--- config.mk ---
export PLATFORM = sky130hd
export DESIGN_NAME = fpu_issue_arbiter
export DESIGN_NICKNAME = d
export VERILOG_FILES = /design/src/rtl/fpu_ctrl_pkg.sv /design/src/rtl/fpu_rsp_fifo.sv /design/src/rtl/fpu_issue_arbiter.sv
export SDC_FILE = /design/constraint.sdc
export NUM_CORES = 1
export LEC_CHECK = 0
export ABC_CLOCK_PERIOD_IN_PS = 4400
export CAP_MARGIN = 20
export CORE_MARGIN = 2
export CORE_UTILIZATION = 50
export DETAILED_ROUTE_END_ITERATION = 8
export PLACE_DENSITY = 0.93
export SYNTH_ARGS = -nofsm -noshare
export SYNTH_HDL_FRONTEND = slang
export SYNTH_SLANG_ARGS = --single-unit
--- constraint.sdc ---
create_clock -name clk_i -period 4.4 [get_ports clk_i]
set_input_delay 0.66 -clock clk_i [delete_from_list [all_inputs] [get_ports clk_i]]
set_output_delay 0.66 -clock clk_i [all_outputs]
set_load 0.01 [all_outputs]
--- src/rtl/fpu_ctrl_pkg.sv ---
// Shared constants and types for the fpu issue arbiter and its response FIFOs.
package fpu_ctrl_pkg;

    localparam int NUM_REQ = 2;

    localparam logic [1:0] FPU_ADD  = 2'b00;
    localparam logic [1:0] FPU_SUB  = 2'b01;
    localparam logic [1:0] FPU_IDLE = 2'b11;

    typedef struct packed {
        logic vld;
        logic tag;
    } inflight_t;

endpackage

--- src/rtl/fpu_rsp_fifo.sv ---
// 32-bit synchronous response FIFO, registered head (no fall-through), push and pop legal together.
// Never pushed when full by construction of the issue credits; an overflow trips the assertion.
module fpu_rsp_fifo #(
    parameter int DEPTH = 2
) (
    input  logic        clk_i,
    input  logic        rst_i,
    input  logic        push_i,
    input  logic [31:0] push_dat_i,
    input  logic        pop_i,
    output logic [31:0] pop_dat_o,
    output logic [3:0]  count_o,
    output logic        empty_o
);

    localparam int AW = (DEPTH > 1) ? $clog2(DEPTH) : 1;

    logic [31:0]   mem_q [DEPTH];
    logic [AW-1:0] wr_q, wr_d;
    logic [AW-1:0] rd_q, rd_d;
    logic [3:0]    cnt_q, cnt_d;
    logic          do_push, do_pop, full;

    function automatic logic [AW-1:0] ptr_inc(input logic [AW-1:0] p);
        return (p == AW'(DEPTH - 1)) ? '0 : p + AW'(1);
    endfunction

    always_comb begin
        full    = (cnt_q == 4'(DEPTH));
        do_pop  = pop_i && (cnt_q != 4'd0);
        do_push = push_i && (!full || do_pop);
        wr_d    = do_push ? ptr_inc(wr_q) : wr_q;
        rd_d    = do_pop ? ptr_inc(rd_q) : rd_q;
        cnt_d   = cnt_q + {3'b000, do_push} - {3'b000, do_pop};
    end

    always_ff @(posedge clk_i) begin
        if (rst_i) begin
            wr_q  <= '0;
            rd_q  <= '0;
            cnt_q <= '0;
        end else begin
            wr_q  <= wr_d;
            rd_q  <= rd_d;
            cnt_q <= cnt_d;
        end
    end

    always_ff @(posedge clk_i) begin
        if (do_push) begin
            mem_q[wr_q] <= push_dat_i;
        end
    end

    always_ff @(posedge clk_i) begin
        assert (rst_i || !(push_i && full && !pop_i));
    end

    assign pop_dat_o = mem_q[rd_q];
    assign count_o   = cnt_q;
    assign empty_o   = (cnt_q == 4'd0);

endmodule

--- src/rtl/fpu_issue_arbiter.sv ---
// Round-robin sharing of one fixed-latency fpu between two requesters; result lands in FIFO[tag]
// FPU_LAT cycles after issue, visible one cycle later. A requester is stalled while its credits are used up.
module fpu_issue_arbiter
    import fpu_ctrl_pkg::*;
#(
    parameter int FPU_LAT   = 1,
    parameter int RSP_DEPTH = 2
) (
    input  logic        clk_i,
    input  logic        rst_i,
    input  logic [1:0]  req_valid_i,
    output logic [1:0]  req_ready_o,
    input  logic [1:0]  req_sub_i,
    input  logic [63:0] req_op_a_i,
    input  logic [63:0] req_op_b_i,
    output logic [1:0]  rsp_valid_o,
    input  logic [1:0]  rsp_ready_i,
    output logic [63:0] rsp_data_o,
    output logic [31:0] fpu_op_a_o,
    output logic [31:0] fpu_op_b_o,
    output logic [1:0]  fpu_opcode_o,
    input  logic [31:0] fpu_result_i,
    output logic        busy_o
);

    logic               ptr_q, ptr_d;
    logic [3:0]         inflight_q [NUM_REQ];
    logic [3:0]         inflight_d [NUM_REQ];
    inflight_t          pipe_q [FPU_LAT];
    inflight_t          pipe_d [FPU_LAT];
    inflight_t          ret;
    logic [31:0]        op_a_q, op_b_q;
    logic               busy_q, busy_d;
    logic [NUM_REQ-1:0] elig, qual, grant, ret_push, rsp_pop, fifo_empty;
    logic               issue, gnt_idx;
    logic [3:0]         fifo_cnt [NUM_REQ];
    logic [31:0]        fifo_dat [NUM_REQ];

    // Credits: an op holds one slot from issue until its response is popped.
    always_comb begin
        for (int n = 0; n < NUM_REQ; n++) begin
            elig[n] = ({1'b0, inflight_q[n]} + {1'b0, fifo_cnt[n]}) < 5'(RSP_DEPTH);
        end
        qual  = req_valid_i & elig & {NUM_REQ{~rst_i}};
        grant = qual;
        if (&qual) begin
            grant = ptr_q ? 2'b10 : 2'b01;
        end
        issue   = |grant;
        gnt_idx = grant[1];
        ptr_d   = issue ? ~gnt_idx : ptr_q;
    end

    assign req_ready_o  = grant;
    assign fpu_op_a_o   = issue ? req_op_a_i[{gnt_idx, 5'd0} +: 32] : op_a_q;
    assign fpu_op_b_o   = issue ? req_op_b_i[{gnt_idx, 5'd0} +: 32] : op_b_q;
    assign fpu_opcode_o = issue ? {1'b0, req_sub_i[gnt_idx]} : FPU_IDLE;

    assign ret         = pipe_q[FPU_LAT-1];
    assign rsp_valid_o = ~fifo_empty & {NUM_REQ{~rst_i}};
    assign busy_o      = busy_q;

    always_comb begin
        pipe_d[0].vld = issue;
        pipe_d[0].tag = gnt_idx;
        for (int i = 1; i < FPU_LAT; i++) begin
            pipe_d[i] = pipe_q[i-1];
        end
        busy_d = 1'b0;
        for (int n = 0; n < NUM_REQ; n++) begin
            ret_push[n]   = ret.vld && (ret.tag == 1'(n));
            rsp_pop[n]    = rsp_valid_o[n] && rsp_ready_i[n];
            inflight_d[n] = inflight_q[n] + {3'b000, issue && (gnt_idx == 1'(n))}
                            - {3'b000, ret_push[n]};
            busy_d = busy_d || (inflight_d[n] != 4'd0)
                     || ((fifo_cnt[n] + {3'b000, ret_push[n]} - {3'b000, rsp_pop[n]}) != 4'd0);
        end
    end

    always_ff @(posedge clk_i) begin
        if (rst_i) begin
            ptr_q  <= 1'b0;
            op_a_q <= '0;
            op_b_q <= '0;
            busy_q <= 1'b0;
            for (int n = 0; n < NUM_REQ; n++) begin
                inflight_q[n] <= '0;
            end
            for (int i = 0; i < FPU_LAT; i++) begin
                pipe_q[i] <= '0;
            end
        end else begin
            ptr_q  <= ptr_d;
            op_a_q <= fpu_op_a_o;
            op_b_q <= fpu_op_b_o;
            busy_q <= busy_d;
            for (int n = 0; n < NUM_REQ; n++) begin
                inflight_q[n] <= inflight_d[n];
            end
            for (int i = 0; i < FPU_LAT; i++) begin
                pipe_q[i] <= pipe_d[i];
            end
        end
    end

    for (genvar g = 0; g < NUM_REQ; g++) begin : g_rsp
        fpu_rsp_fifo #(
            .DEPTH(RSP_DEPTH)
        ) u_fifo (
            .clk_i      (clk_i),
            .rst_i      (rst_i),
            .push_i     (ret_push[g]),
            .push_dat_i (fpu_result_i),
            .pop_i      (rsp_pop[g]),
            .pop_dat_o  (fifo_dat[g]),
            .count_o    (fifo_cnt[g]),
            .empty_o    (fifo_empty[g])
        );
        assign rsp_data_o[32*g +: 32] = fifo_dat[g];
    end

endmodule

After elaboration in Yosys (flattened, before gate mapping). Memories as Yosys holds them, arrays and structs flattened. A register that Yosys moved wholly into a read port is not among the register bits. Index checks and enable logic that the tools add are counted.

Memories: 4. Bits in writable memories: 138. Output and inout bits: 135. Logic and storage cells: 102. Bits in registers: 78.

Bitwise operators: 9. Multiplexer cells: 26. Reduce and logical (&&, ||, !) cells: 28. Add/subtract/negate cells: 18. Shift operators: 2. Eq/ne operators: 2. Order comparisons: 3.

Memories: g_rsp[0].u_fifo.mem_q (words 2, width 32, rd ports 1, clocked after memory_dff 1, wr ports 1, RTL line fpu_rsp_fifo.sv:18) `logic [31:0] mem_q [DEPTH];`; g_rsp[1].u_fifo.mem_q (words 2, width 32, rd ports 1, clocked after memory_dff 1, wr ports 1, RTL line fpu_rsp_fifo.sv:18); inflight_q (words 2, width 4, rd ports 2, clocked after memory_dff 0, wr ports 2, RTL line fpu_issue_arbiter.sv:27) `logic [3:0] inflight_q [NUM_REQ];`; pipe_q (words 1, width 2, rd ports 1, clocked after memory_dff 0, wr ports 1, RTL line fpu_issue_arbiter.sv:29) `inflight_t pipe_q [FPU_LAT];`.

Operators by type and width (number): $shiftx A64 B7 Y32 (2); $mux W32 (2); $add A4 B1 Y4 (6); $reduce_bool A4 Y1 (6); $sub A4 B1 Y4 (6); $mux W1 (18); $add A4 B4 Y5 (2); $logic_and A1 B1 Y1 (10); $lt A5 B2 Y1 const B (2); $eq A4 B2 Y1 const B (2); $logic_not A4 Y1 (2); $mux W2 (4); $mux W4 (2); $and A2 B2 Y2 (3); $logic_or A1 B1 Y1 (5); $add A1 B1 Y1 const B (4); $reduce_or A2 Y1 (2); $not A1 Y1 (3); $logic_not A1 Y1 (2); $lt A1 B2 Y1 const B (1); $not A2 Y2 (1); $or A1 B1 Y1 (2); $reduce_and A2 Y1 (1).

Longest topological paths before layout. Gate-level depths: netlist of run 1.

Word-level depth: 14. Gate-level depth with buffers: 13.

Modules after synthesis. From an unflattened synthesis of run 1, not the netlist that was laid out.

Cell total of the unflattened synthesis: 776. Area, all modules: 9641.7 um^2.

Modules (own cells, without submodules): fpu_rsp_fifo (area an instance 2721.4 um^2, instances 2, seq. area each 2062.0 um^2, cells an instance 144); fpu_issue_arbiter (area an instance 4199.0 um^2, instances 1, seq. area each 1521.5 um^2, cells an instance 488).

Worst setup path before layout of run 1. Ideal clock, no wire load.

Kind: register to register. Start point: register g_rsp[1].u_fifo.cnt_q[1]. End point: register busy_q (netlist: busy_o). Setup time: 0.138 ns. Path buffers: 2. Clock period less this slack: 3.606 ns. Setup slack: 0.794 ns. Arrival: 3.468 ns. Stages on the path, launching flop included: 14. Data required time: 4.262 ns. Cells stage by stage: dfxtp_1 inv_1 fa_1 or3b_4 a21o_1 buf_6 buf_6 a211oi_1 ha_1 fa_1 nor4_1 nand2_1 nor2_1 a41oi_1.

RTL lines: start, declared (RTL line fpu_rsp_fifo.sv:21) `logic [3:0] cnt_q, cnt_d;`; start signal, assigned (RTL line fpu_rsp_fifo.sv:45) `cnt_q <= cnt_d;`; end signal, assigned (RTL line fpu_issue_arbiter.sv:96) `busy_q <= busy_d;`; end, declared (RTL line fpu_issue_arbiter.sv:33) `logic busy_q, busy_d;`.

Final worst setup path of run 1.
Start point: register g_rsp[1].u_fifo.cnt_q[1]. End point: output fpu_op_b_o[11].

Cells in the longest elaborated chain, start to end: 8. Elaborated cells between the ends (all ways): 9. Those cells by class: add/sub: 1; order compare: 1; shift: 1; mux: 2; bitwise: 2; reduce/logical: 2.

Ends and longest elaborated chain: $add A4 B4 Y5 * (RTL line fpu_issue_arbiter.sv:42) `elig[n] = ({1'b0, inflight_q[n]} + {1'b0, fifo_cnt[n]}) < 5'(RSP_DEPTH);`; $lt A5 B2 Y1 * (RTL line fpu_issue_arbiter.sv:42); $and A2 B2 Y2 * (2 in a row) (RTL line fpu_issue_arbiter.sv:44) `qual = req_valid_i & elig & {NUM_REQ{~rst_i}};`; $reduce_and A2 Y1 (RTL line fpu_issue_arbiter.sv:46) `if (&qual) begin`; $mux W2 * (RTL line fpu_issue_arbiter.sv:46); $shiftx A64 B7 Y32 or $reduce_or A2 Y1 (tied branches) (RTL line fpu_issue_arbiter.sv:56, fpu_issue_arbiter.sv:49); $mux W32 * (RTL line fpu_issue_arbiter.sv:56) `assign fpu_op_b_o = issue ? req_op_b_i[{gnt_idx, 5'd0} +: 32] : op_b_q;`; end, declared (RTL line fpu_issue_arbiter.sv:20) `output logic [31:0] fpu_op_b_o,`.

Mark *: on every way between the ends. The rest lies on a longest branch, timed or not.

==> summary.md, run 1 <==
| Metric | Value |
|---|---|
| Outcome | finished with violations |
| Failing checks | negative setup slack |
| Number of global-route vias before repair | 9,358 |
| Relative slew slack | 35.5% |
| Number of max-cap violations | 0 |
| WL per Instance | 23.0 um |
| Initial antenna violation count | 2 |
| Drt first pass iters | 4 |
| Mean Syn Cell Area | 13.3 sq um |
| Maximum vdd drop | 0.513 mV |
| Count leader, synth | edfxtp_1 |
| Register bit total from synthesis | 218 |
| Critical Path End Type | primary output |
| Yosys top cell by area | edfxtp_1 |
| Initial Utilization | 51.2% |
| Final Cell Area | 16,100 sq um |
| # rows | 55 |
| Clock skew | 0.0127 ns |
| Die Footprint | 24,600 sq um |
| Max FO, Critical Path | 32 |
| P per Cell Area | 695 nW/um^2 |
| Clk buf depth | 3 |
| TritonCTS clock tree | built |
| Worst-path clk slew | 0.06 ns |
| Lkg Pwr | 5.00 nW |
| CP required | 3.74 ns |
| Ys flop type | edfxtp_1 |
| Clock sinks | 218 |
| Cts bufs inserted | 24 |
| Port bufs | 302 |
| WP data arrival | 3.75 ns |
| Post-layout nets | 1,358 |
| Largest net degree at the start of global routing | 97 |
| Synth async-reset ratio | 0% |
| Die W | 157 um |
| CTS H-tree depth | 1 |
| Cell variety after synth | 52 |
| Net Sw Frac | 39.8% |
| Placed Cells | 1,432 |
| Non-Filler Instances | 1,483 |
| Final wirelength | 34.1 mm |
| Internal cell power | 6.73 mW |
| Clock insertion delay at the later pin of the skew report | 0.51 ns |
| Post-synth net total | 1,080 |
| IO Pins | 303 |
| Seq/Total Area, Yosys | 48.4% |
| Ratio of final minimum period to clock period | 100% |
| Die height | 157 um |
| Clock power share | 18.8% |
| Combinational power share | 55.7% |
| DP Area | 15,000 sq um |
| Setup WS post-layout | -0.00504 ns |
| Detailed placement HPWL | 22.1 mm |
| Crit Path Class | reg -> out |
| CP Launch Type | register |
| Routability congestion estimate from global placement | 0.860 |
| Seq pwr share | 25.5% |
| Post-synth EDFFs | 128 |
| Sw power | 4.44 mW |
| GR Overflow Total | 0 |
| Synth top cells by count | edfxtp_1, inv_1, dfxtp_1 |
| Hold Crit Class | in -> reg |
| First-pass GRT wire length | 51.2 mm |
| YS warnings | 0 |
| Least-Margin Pin Slew | 0.968 ns |
| Synthesized area | 11,700 sq um |
| Fmax | 227 MHz |
| Initial DRC Count | 431 |
| Yosys top cell area share | 32.9% |
| Top cells by area, synth | edfxtp_1, dfxtp_1, a2111oi_4 |
| Core footprint | 22,800 sq um |
| RSZ-0062 raised after global routing | yes |
| Min Tclk post-route | 4.41 ns |
| Final Hold Fails | 0 |
| Slew Viols, Final | 0 |
| CTS Hold Bufs | 0 |
| Vias | 9,017 |
| Vias per cell | 6.08 |
| Final setup vio count | 1 |
| Root buf cell | clkbuf_16 |
| Cell count after synthesis | 874 |
| # DRC | 0 |
| Post-route ant nets | 0 |
| Share of layout cells above drive strength 1 | 20.4% |
| Area delta synth->final | 37.7% |
| Global-route usage over all layers | 26.3% |
final timing paths:
path                                                 start  slack, ns                    endpoint  cells after the start
worst max register to register  g_rsp[0].u_fifo.count_o[1]       0.65                      busy_o                     12
worst min register to register                  op_a_q[10]       0.47                  op_a_q[10]                      2
worst min-delay path                                 rst_i       0.46  g_rsp[0].u_fifo.count_o[3]                      2
worst max-delay path            g_rsp[1].u_fifo.count_o[1]     -0.005              fpu_op_b_o[11]                      8
cell usage in the layout (no fill, tap or decap), drive strengths merged, types with 8 or more instances in the layout:
cell type,synthesis,routed
clkdlybuf4s50,0,300
a211oi,66,66
inv,94,94
a2111oi,189,189
a21oi,9,9
nor2b,10,10
ha,30,30
clkbuf,37,28
mux2,64,64
xnor2,11,11
nor2,20,20
dfxtp,90,90
fa,8,8
buf,53,40
edfxtp,128,128
metrics by stage:
stage / power, mW / util [%] / TNS (ns) / setup slack, ns / hold WS, ns
after floorplan: 6.32 / - / 0 / 0.794 / 0.447
after global placement: 8.59 / 65.6 / 0 / 0.136 / 0.451
after detailed placement: 8.73 / 65.7 / 0 / 0.105 / 0.465
after CTS: 11.0 / 69.8 / 0 / 0.00317 / 0.454
after global routing: 11.7 / 70.5 / -2.35 / -0.147 / 0.465
final: 11.2 / 70.5 / -0.00504 / -0.00504 / 0.464
layout make-up:
cell class / count / area (sq um)
clock inverter: 15 / 191
clock buffer: 28 / 637
sequential: 218 / 5650
timing repair buffer: 341 / 3490
inverter: 94 / 353
fill: 1457 / 6710
tap: 313 / 392
multi-input combinational: 473 / 5360
antenna: 1 / 2.50
state kept, by name (all words and copies together) (netlist names), named ones only:
signal	cells
g_rsp.u_fifo.mem_q	128
op_a_q	32
op_b_q	32
g_rsp.u_fifo.count_o	8
inflight_q	8
g_rsp.u_fifo.rd_q	2
g_rsp.u_fifo.wr_q	2
pipe_q	2
busy_o	1
ptr_q	1
power by group through the flow:
| stage | Clock, mW | Sequential, mW | Combinational (mW) |
|---|---|---|---|
| detailed placement | 0 | 2.87 | 5.86 |
| finish | 2.10 | 2.85 | 6.22 |
| floorplan | 0 | 2.82 | 3.49 |
| global route | 2.20 | 2.88 | 6.62 |
| global placement | 0 | 2.84 | 5.75 |
| CTS | 2.13 | 2.84 | 6.03 |
metal layers:
metal | up-vias | track usage [%] | wire, um
met5 | - | 0 | 9
met4 | 2 | 7.69 | 1020
met3 | 70 | 7.78 | 3330
met2 | 412 | 45.1 | 16400
met1 | 4458 | 32.2 | 13300
li1 | 4075 | - | -
what timing repair did:
action | CTS | global route
gates cloned | 0 | 1
endpoints found under the setup margin | 65 | 60
gates resized for setup | 35 | 38
endpoints found under the hold margin | 0 | 0
pin swaps | 5 | 2
buffers inserted | 1 | 5
critical path, cell delays in order, from the launching register on:
cell,delay [ns]
dfxtp_2,0.42
inv_1,0.13
fa_1,0.45
or3b_4,0.45
a21o_4,0.34
buf_12,0.22
a2111oi_1,0.54
a211oi_1,0.13
clkdlybuf4s50_1,0.53
cells by family (layout without fill, tap and decap cells):
kind of cell / count (synthesis) / in the layout / share of synthesized area (%)
muxes: 64 / 64 / 6.18
and+or+nand+nor: 72 / 72 / 3.84
adders and majority gates: 38 / 38 / 4.59
buffers and inverters: 184 / 478 / 7.56
xor gates and xnor gates: 16 / 16 / 1.20
AOI/OAI and AO/OA: 282 / 283 / 28.2
DFF: 218 / 218 / 48.4
other: 0 / 1 / 0
No activity file was read; power rests on OpenSTA's default activity.
==> run 2: changes to the inputs <==
--- a/config.mk
+++ b/config.mk
@@ -7,10 +7,12 @@
 export LEC_CHECK = 0
 export ABC_CLOCK_PERIOD_IN_PS = 4400
 export CAP_MARGIN = 20
+export CORE_ASPECT_RATIO = 1.4
 export CORE_MARGIN = 2
 export CORE_UTILIZATION = 50
 export DETAILED_ROUTE_END_ITERATION = 8
 export PLACE_DENSITY = 0.93
+export SLEW_MARGIN = 20
 export SYNTH_ARGS = -nofsm -noshare
 export SYNTH_HDL_FRONTEND = slang
 export SYNTH_SLANG_ARGS = --single-unit
==> run 2 against run 1 <==
- the flow still finishes with violations (negative setup slack)
- flip-flop and latch count unchanged
- combinational power increased by 3.4%
- cell area increased by 1.2%
- total power increased by 0.97%
- largest power group unchanged
==> summary.md, run 2 (synthesized netlist as in run 1, its figures left out) <==
| Metric | Value |
|---|---|
| Outcome | finished with violations |
| Failing checks | negative setup slack |
| Port bufs | 302 (unchanged) |
| Share of layout cells above drive strength 1 | 22.2% (+1.7 points) |
| Largest Register | g_rsp.u_fifo.mem_q |
| RSZ-0062 raised after global routing | yes |
| Clock insertion delay at the later pin of the skew report | 0.50 ns (about the same) |
| Setup crit start | g_rsp[1].u_fifo.count_o[1] |
| # rows | 66 (+20%) |
| Final Hold Fails | 0 (unchanged) |
| Global-route usage over all layers | 26.2% (-0.12 points) |
| Slew Viols, Final | 0 (unchanged) |
| Initial DRC Count | 474 (+10%) |
| Clock skew | 0.00878 ns (-0.00391 ns) |
| Initial antenna violation count | 3 (+1) |
| Die W | 133 um (-15%) |
| Vias | 9,131 (+1.3%) |
| Worst r2r path cells | 12 (unchanged) |
| Fmax | 226 MHz (-0.53%) |
| Initial Utilization | 50.5% (-0.76 points) |
| Largest registers | g_rsp.u_fifo.mem_q x128, op_a_q x32, op_b_q x32 |
| CP required | 3.74 ns (about the same) |
| Worst reg2reg setup slack | 0.62 ns (-0.03 ns) |
| Worst-path clk slew | 0.07 ns (about the same) |
| Maximum vdd drop | 0.631 mV (+23%) |
| WP data arrival | 3.77 ns (+0.02 ns) |
| WL per Instance | 23.5 um (+2.0%) |
| Sw power | 4.56 mW (+2.7%) |
| CP max stage cell | a2111oi_0 |
| Most frequent cells in the layout | clkdlybuf4s50_1, edfxtp_1, inv_1 |
| Lkg Pwr | 5.06 nW (+1.2%) |
| Post-layout nets | 1,359 (+0.074%) |
| Clk buf depth | 3 (unchanged) |
| Vias per cell | 6.19 (+1.7%) |
| Relative slew slack | 50.3% (+15 points) |
| Max FFs per register | 128 (unchanged) |
| Area delta synth->final | 39.3% |
| Net Sw Frac | 40.4% (+0.67 points) |
| Max FO, Critical Path | 19 (-41%) |
| CP Launch Type | register |
| P per Cell Area | 694 nW/um^2 (-0.20%) |
| Worst Hold Depth | 2 (unchanged) |
| Buf/Inv on CP | 3 (unchanged) |
| Critical Path End Type | primary output |
| Core footprint | 23,100 sq um (+1.5%) |
| Number of max-cap violations | 0 (unchanged) |
| Crit Path Class | reg -> out |
| Number of global-route vias before repair | 9,262 (-1.0%) |
| Setup WS post-layout | -0.0285 ns (-0.0234 ns) |
| Worst path cell trace | inv_1 -> fa_1 -> or3b_4 -> a21o_2 -> buf_4 -> a2111oi_0 -> a211oi_1 -> clkdlybuf4s50_1 |
| R2R Path End | busy_o |
| IO Pins | 303 (unchanged) |
| First-pass GRT wire length | 51.2 mm (-0.13%) |
| Seq pwr share | 25.2% (-0.3 points) |
| Die Footprint | 24,600 sq um (about the same) |
| Ratio of final minimum period to clock period | 101% (+0.53 points) |
| Worst Hold End | op_a_q[8] |
| Cts bufs inserted | 23 (-4.2%) |
| Detailed placement HPWL | 22.4 mm (+1.4%) |
| Largest net degree at the start of global routing | 109 (+12%) |
| Reg2reg start | g_rsp[0].u_fifo.count_o[1] |
| Root buf cell | clkbuf_16 |
| Combinational power share | 57.0% (+1.3 points) |
| Post-route ant nets | 0 (unchanged) |
| CTS H-tree depth | 1 (unchanged) |
| Placed Cells | 1,427 (-0.35%) |
| Non-Filler Instances | 1,476 (-0.47%) |
| Die height | 185 um (+18%) |
| CP delay by family, top | compound AO/OA/AOI/OAI gates |
| Drt first pass iters | 5 (+1) |
| TritonCTS clock tree | built |
| # DRC | 0 (unchanged) |
| Most common cell after layout, fill and taps aside | clkdlybuf4s50_1 |
| Least-Margin Pin Slew | 0.727 ns (-0.241 ns) |
| Hold Crit Class | reg -> reg |
| Final setup vio count | 1 (unchanged) |
| Critical hold path startpoint | op_a_q[8] |
| Slowest stage delay, CP | 0.58 ns (+0.04 ns) |
| Clock power share | 17.8% (-1.0 points) |
| Final wirelength | 34.6 mm (+1.5%) |
| Clock sinks | 218 (unchanged) |
| Min Tclk post-route | 4.43 ns (+0.0234 ns) |
| Routability congestion estimate from global placement | 0.883 (+2.7%) |
| Fillers | 1,469 (+0.82%) |
| DP Worst Slack | -0.0225 ns (-0.127 ns) |
| GR Overflow Total | 0 (unchanged) |
| Internal cell power | 6.72 mW (-0.15%) |
## run 2: per-layer routing
layer | GRT usage, % | vias to the layer above | wire length (um)
li1 | - | 4089 | -
met5 | 0 | - | 13
met1 | 30.2 | 4472 | 12600
met2 | 47.1 | 477 | 17600
met4 | 10.6 | 2 | 1450
met3 | 5.94 | 91 | 2970
## run 2: how the worst max path moves through the flow
stage / depth (start not counted) / slack, ns / endpoint
2_1_floorplan: 13 / 0.79 / busy_o
3_3_place_gp: 8 / 0.08 / fpu_op_b_o[9]
3_5_place_dp: 8 / -0.02 / fpu_op_b_o[9]
4_1_cts: 8 / 0.002 / fpu_op_a_o[5]
5_1_grt: 8 / -0.31 / fpu_op_a_o[16]
6_report: 8 / -0.03 / fpu_op_a_o[16]
## run 2: timing repair
action                                  in CTS  in global routing
hold endpoints to repair                     0                  0
cloned                                       1                  1
hold buffers                                 0                  0
buffers inserted                             5                  0
pin swaps                                    2                  2
gates resized for setup                     29                 78
endpoints found under the setup margin      62                 51
## run 2: area by class of cell
| cell class | instances | area [sq um] | share of cell area [%] |
|---|---|---|---|
| multi-input combinational | 473 | 5560 | 34.2 |
| clock buffer | 23 | 576 | 3.54 |
| tap | 306 | 383 | 2.36 |
| sequential | 218 | 5650 | 34.7 |
| clock inverter | 17 | 204 | 1.25 |
| antenna | 2 | 5.00 | 0.0308 |
| inverter | 94 | 353 | 2.17 |
| timing repair buffer | 343 | 3530 | 21.7 |
## run 2: worst reg2reg max path, cell delays in order (launching register included)
cell	delay, ns
dfxtp_2	0.39
inv_1	0.14
fa_1	0.60
nand4bb_4	0.20
or3_4	0.52
buf_4	0.23
a211oi_2	0.23
ha_1	0.24
fa_1	0.47
nor4_1	0.29
nand2_1	0.09
nor2_1	0.09
a41oi_1	0.14
## run 2: power groups by stage
stage                     Sequential, mW  Clock (mW)  Combinational (mW)
after floorplan                     2.82           0                3.49
after CTS                           2.83        2.04                6.08
after detailed placement            2.87           0                5.87
final                               2.84        2.01                6.43
after global placement              2.84           0                5.74
after global routing                2.88        2.12                6.80
## run 2: per-stage QoR
| step | hold WS [ns] | cell area [sq um] | TNS (ns) | power (mW) | utilization [%] |
|---|---|---|---|---|---|
| after floorplan | 0.447 | 11700 | 0 | 6.32 | - |
| after global placement | 0.455 | 15000 | 0 | 8.59 | 64.7 |
| after detailed placement | 0.462 | 15000 | -0.0225 | 8.74 | 64.7 |
| after CTS | 0.471 | 15900 | 0 | 11.0 | 68.7 |
| after global routing | 0.504 | 16300 | -1.39 | 11.8 | 70.3 |
| final | 0.471 | 16300 | -0.0285 | 11.3 | 70.3 |
==> run 3: changes to the inputs <==
--- a/config.mk
+++ b/config.mk
@@ -7,9 +7,11 @@
 export LEC_CHECK = 0
 export ABC_CLOCK_PERIOD_IN_PS = 4400
 export CAP_MARGIN = 20
+export CELL_PAD_IN_SITES_DETAIL_PLACEMENT = 1
+export CELL_PAD_IN_SITES_GLOBAL_PLACEMENT = 1
 export CORE_ASPECT_RATIO = 1.4
 export CORE_MARGIN = 2
-export CORE_UTILIZATION = 50
+export CORE_UTILIZATION = 40
 export DETAILED_ROUTE_END_ITERATION = 8
 export PLACE_DENSITY = 0.93
 export SLEW_MARGIN = 20
==> run 3 against run 2 <==
- the flow still finishes with violations (negative setup slack)
- worst setup slack lost 0.0087 ns
- cell count grew 6.0%
- sequential share of layout area grew 0.12 points
- via count shrank 0.26%
- register-to-register slack lost 0.09 ns
- hold slack gained 0.0045 ns
- flip-flop and latch count is the same
- critical path type unchanged
- critical endpoint is now fpu_op_b_o[28]
- largest power group unchanged
==> summary.md, run 3 (synthesized netlist as in run 1, its figures left out) <==
| Metric | Value |
|---|---|
| Outcome | finished with violations |
| Failing checks | negative setup slack |
| Largest net degree at the start of global routing | 111 (+1.8%) |
| PnR Total Power | 11.1 mW (-2.0%) |
| Most common cell after layout, fill and taps aside | clkdlybuf4s50_1 |
| IO Pins | 303 (unchanged) |
| Critical hold path startpoint | op_a_q[10] |
| Core footprint | 29,000 sq um (+25%) |
| Slew Viols, Final | 0 (unchanged) |
| Critical Path End Type | primary output |
| # DRC | 0 (unchanged) |
| First-pass GRT wire length | 55.1 mm (+7.7%) |
| Die height | 206 um (+12%) |
| Worst-path clk slew | 0.07 ns (about the same) |
| R2R Path End | busy_o |
| Cts bufs inserted | 23 (unchanged) |
| Worst Hold End | op_a_q[10] |
| Most frequent cells in the layout | clkdlybuf4s50_1, edfxtp_1, inv_1 |
| Largest registers | g_rsp.u_fifo.mem_q x128, op_a_q x32, op_b_q x32 |
| Min Tclk post-route | 4.44 ns (+0.00868 ns) |
| Clk buf depth | 3 (unchanged) |
| Max FO, Critical Path | 44 (+25) |
| Number of max-cap violations | 0 (unchanged) |
| Initial Utilization | 40.3% (-10 points) |
| Largest Register | g_rsp.u_fifo.mem_q |
| DP Area | 15,100 sq um (+0.75%) |
| Port bufs | 302 (unchanged) |
| Die W | 148 um (+11%) |
| Seq pwr share | 25.7% (+0.5 points) |
| Vias per cell | 5.82 (-5.9%) |
| Final Util | 55.9% (-14 points) |
| Sw power | 4.49 mW (-1.5%) |
| Combinational power share | 57.6% (+0.6 points) |
| Max FFs per register | 128 (unchanged) |
| Relative slew slack | 42.7% (-7.6 points) |
| P per Cell Area | 683 nW/um^2 (-1.6%) |
| Crit Path Class | reg -> out |
| Post-route ant nets | 0 (unchanged) |
| Global-route usage over all layers | 22.9% (-3.3 points) |
| Final Hold Fails | 0 (unchanged) |
| Fmax | 225 MHz (-0.20%) |
| Die Footprint | 30,600 sq um (+24%) |
| Post-layout nets | 1,372 (+0.96%) |
| DP Worst Slack | 0.00587 ns (+0.0284 ns) |
| Final wirelength | 37.3 mm (+7.6%) |
| Share of layout cells above drive strength 1 | 20.6% (-1.5 points) |
| RSZ-0062 raised after global routing | yes |
| Clock insertion delay at the later pin of the skew report | 0.51 ns (about the same) |
| Final Cell Area | 16,200 sq um (-0.37%) |
| TritonCTS clock tree | built |
| Detailed placement HPWL | 25.2 mm (+13%) |
| Drt first pass iters | 7 (+2) |
| Least-Margin Pin Slew | 0.838 ns (+0.112 ns) |
| Lkg Pwr | 5.15 nW (+1.8%) |
| Clock skew | 0.0193 ns (+0.0105 ns) |
| Vias | 9,107 (-0.26%) |
| Fillers | 2,845 (+94%) |
| GR Overflow Total | 0 (unchanged) |
| Ratio of final minimum period to clock period | 101% (+0.20 points) |
| CTS H-tree depth | 1 (unchanged) |
| CTS Hold Bufs | 0 (unchanged) |
| Clock sinks | 218 (unchanged) |
| Maximum vdd drop | 0.473 mV (-25%) |
| Initial DRC Count | 406 (-14%) |
| Net Sw Frac | 40.6% (+0.19 points) |
| WL per Instance | 23.8 um (+1.6%) |
| Area delta synth->final | 38.8% |
| CP required | 3.74 ns (about the same) |
| Reg2reg start | inflight_q[0][5] |
| Number of global-route vias before repair | 9,815 (+6.0%) |
| Routability congestion estimate from global placement | 0.831 (-5.9%) |
| Internal cell power | 6.57 mW (-2.3%) |
| WP data arrival | 3.78 ns (about the same) |
| Hold WS | 0.476 ns (+0.00451 ns) |
| Initial antenna violation count | 1 (-2) |
| Worst reg2reg setup slack | 0.53 ns (-0.09 ns) |
| Clock power share | 16.6% (-1.2 points) |
| Worst Hold Depth | 2 (unchanged) |
| Worst r2r path cells | 11 (-1) |
| CP Launch Type | register |
| Final setup vio count | 2 (+1) |
| Hold Crit Class | reg -> reg |
| Setup WS post-layout | -0.0371 ns (-0.00868 ns) |
| # rows | 74 (+12%) |
| Root buf cell | clkbuf_16 |
==> run 3: power groups by stage <==
stage,registers (mW),clock network [mW],logic (mW)
final,2.84,1.84,6.37
after detailed placement,2.87,0,6.01
after global placement,2.84,0,5.83
after global routing,2.88,1.96,6.76
after floorplan,2.82,0,3.49
after CTS,2.84,1.89,6.20
==> run 3: critical path: stages (launching register included) <==
cell and delay, ns:
dfxtp_1 0.39, inv_1 0.12, fa_1 0.43, or3b_4 0.46, a21o_4 0.39, buf_12 0.24
a2111oi_0 0.54, a211oi_1 0.16, clkdlybuf4s50_1 0.52
==> run 3: metrics by stage <==
stage | setup TNS (ns) | cells
4_1_cts | -0.0184 | 1554
5_1_grt | -1.78 | 1562
3_5_place_dp | 0 | 1507
6_report | -0.0449 | 1564
3_3_place_gp | 0 | 1507
2_1_floorplan | 0 | 874
==> run 3: final cells by class <==
type                       count  area, sq um  area share, %
sequential                   218         5650           34.9
multi-input combinational    474         5410           33.4
timing repair buffer         355         3610           22.3
clock buffer                  28          594           3.67
tap                          380          475           2.94
inverter                      94          353           2.18
clock inverter                13          109          0.672
antenna                        2         5.00         0.0309
==> run 3: timing repair <==
item / CTS / global route
pin swaps: 2 / 3
endpoints found under the hold margin: 0 / 0
gates resized for setup: 22 / 36
gates cloned: 2 / 1
setup buffers: 4 / 7
endpoints found under the setup margin: 64 / 61
==> run 3: worst max path at each step <==
stage	endpoint	cells after the start	slack, ns	start
detailed placement	fpu_op_a_o[11]	8	0.006	inflight_q[0][5]
CTS	fpu_op_a_o[19]	8	-0.01	g_rsp[0].u_fifo.count_o[1]
finish	fpu_op_b_o[28]	8	-0.04	inflight_q[0][5]
floorplan	busy_o	13	0.79	g_rsp[1].u_fifo.count_o[1]
global route	fpu_op_a_o[0]	8	-0.13	inflight_q[0][5]
global placement	fpu_op_a_o[11]	8	0.11	inflight_q[0][5]
==> run 3: per-layer routing <==
layer | share of wire, % | vias to the layer above | routed length (um) | global-route usage, %
met3 | 7.9 | 83 | 2930 | 6.34
met1 | 36 | 4508 | 13200 | 24.2
met2 | 54 | 423 | 20000 | 43.6
met4 | 3.0 | 2 | 1130 | 7.31
li1 | - | 4091 | - | -
met5 | 0.046 | - | 17 | 0
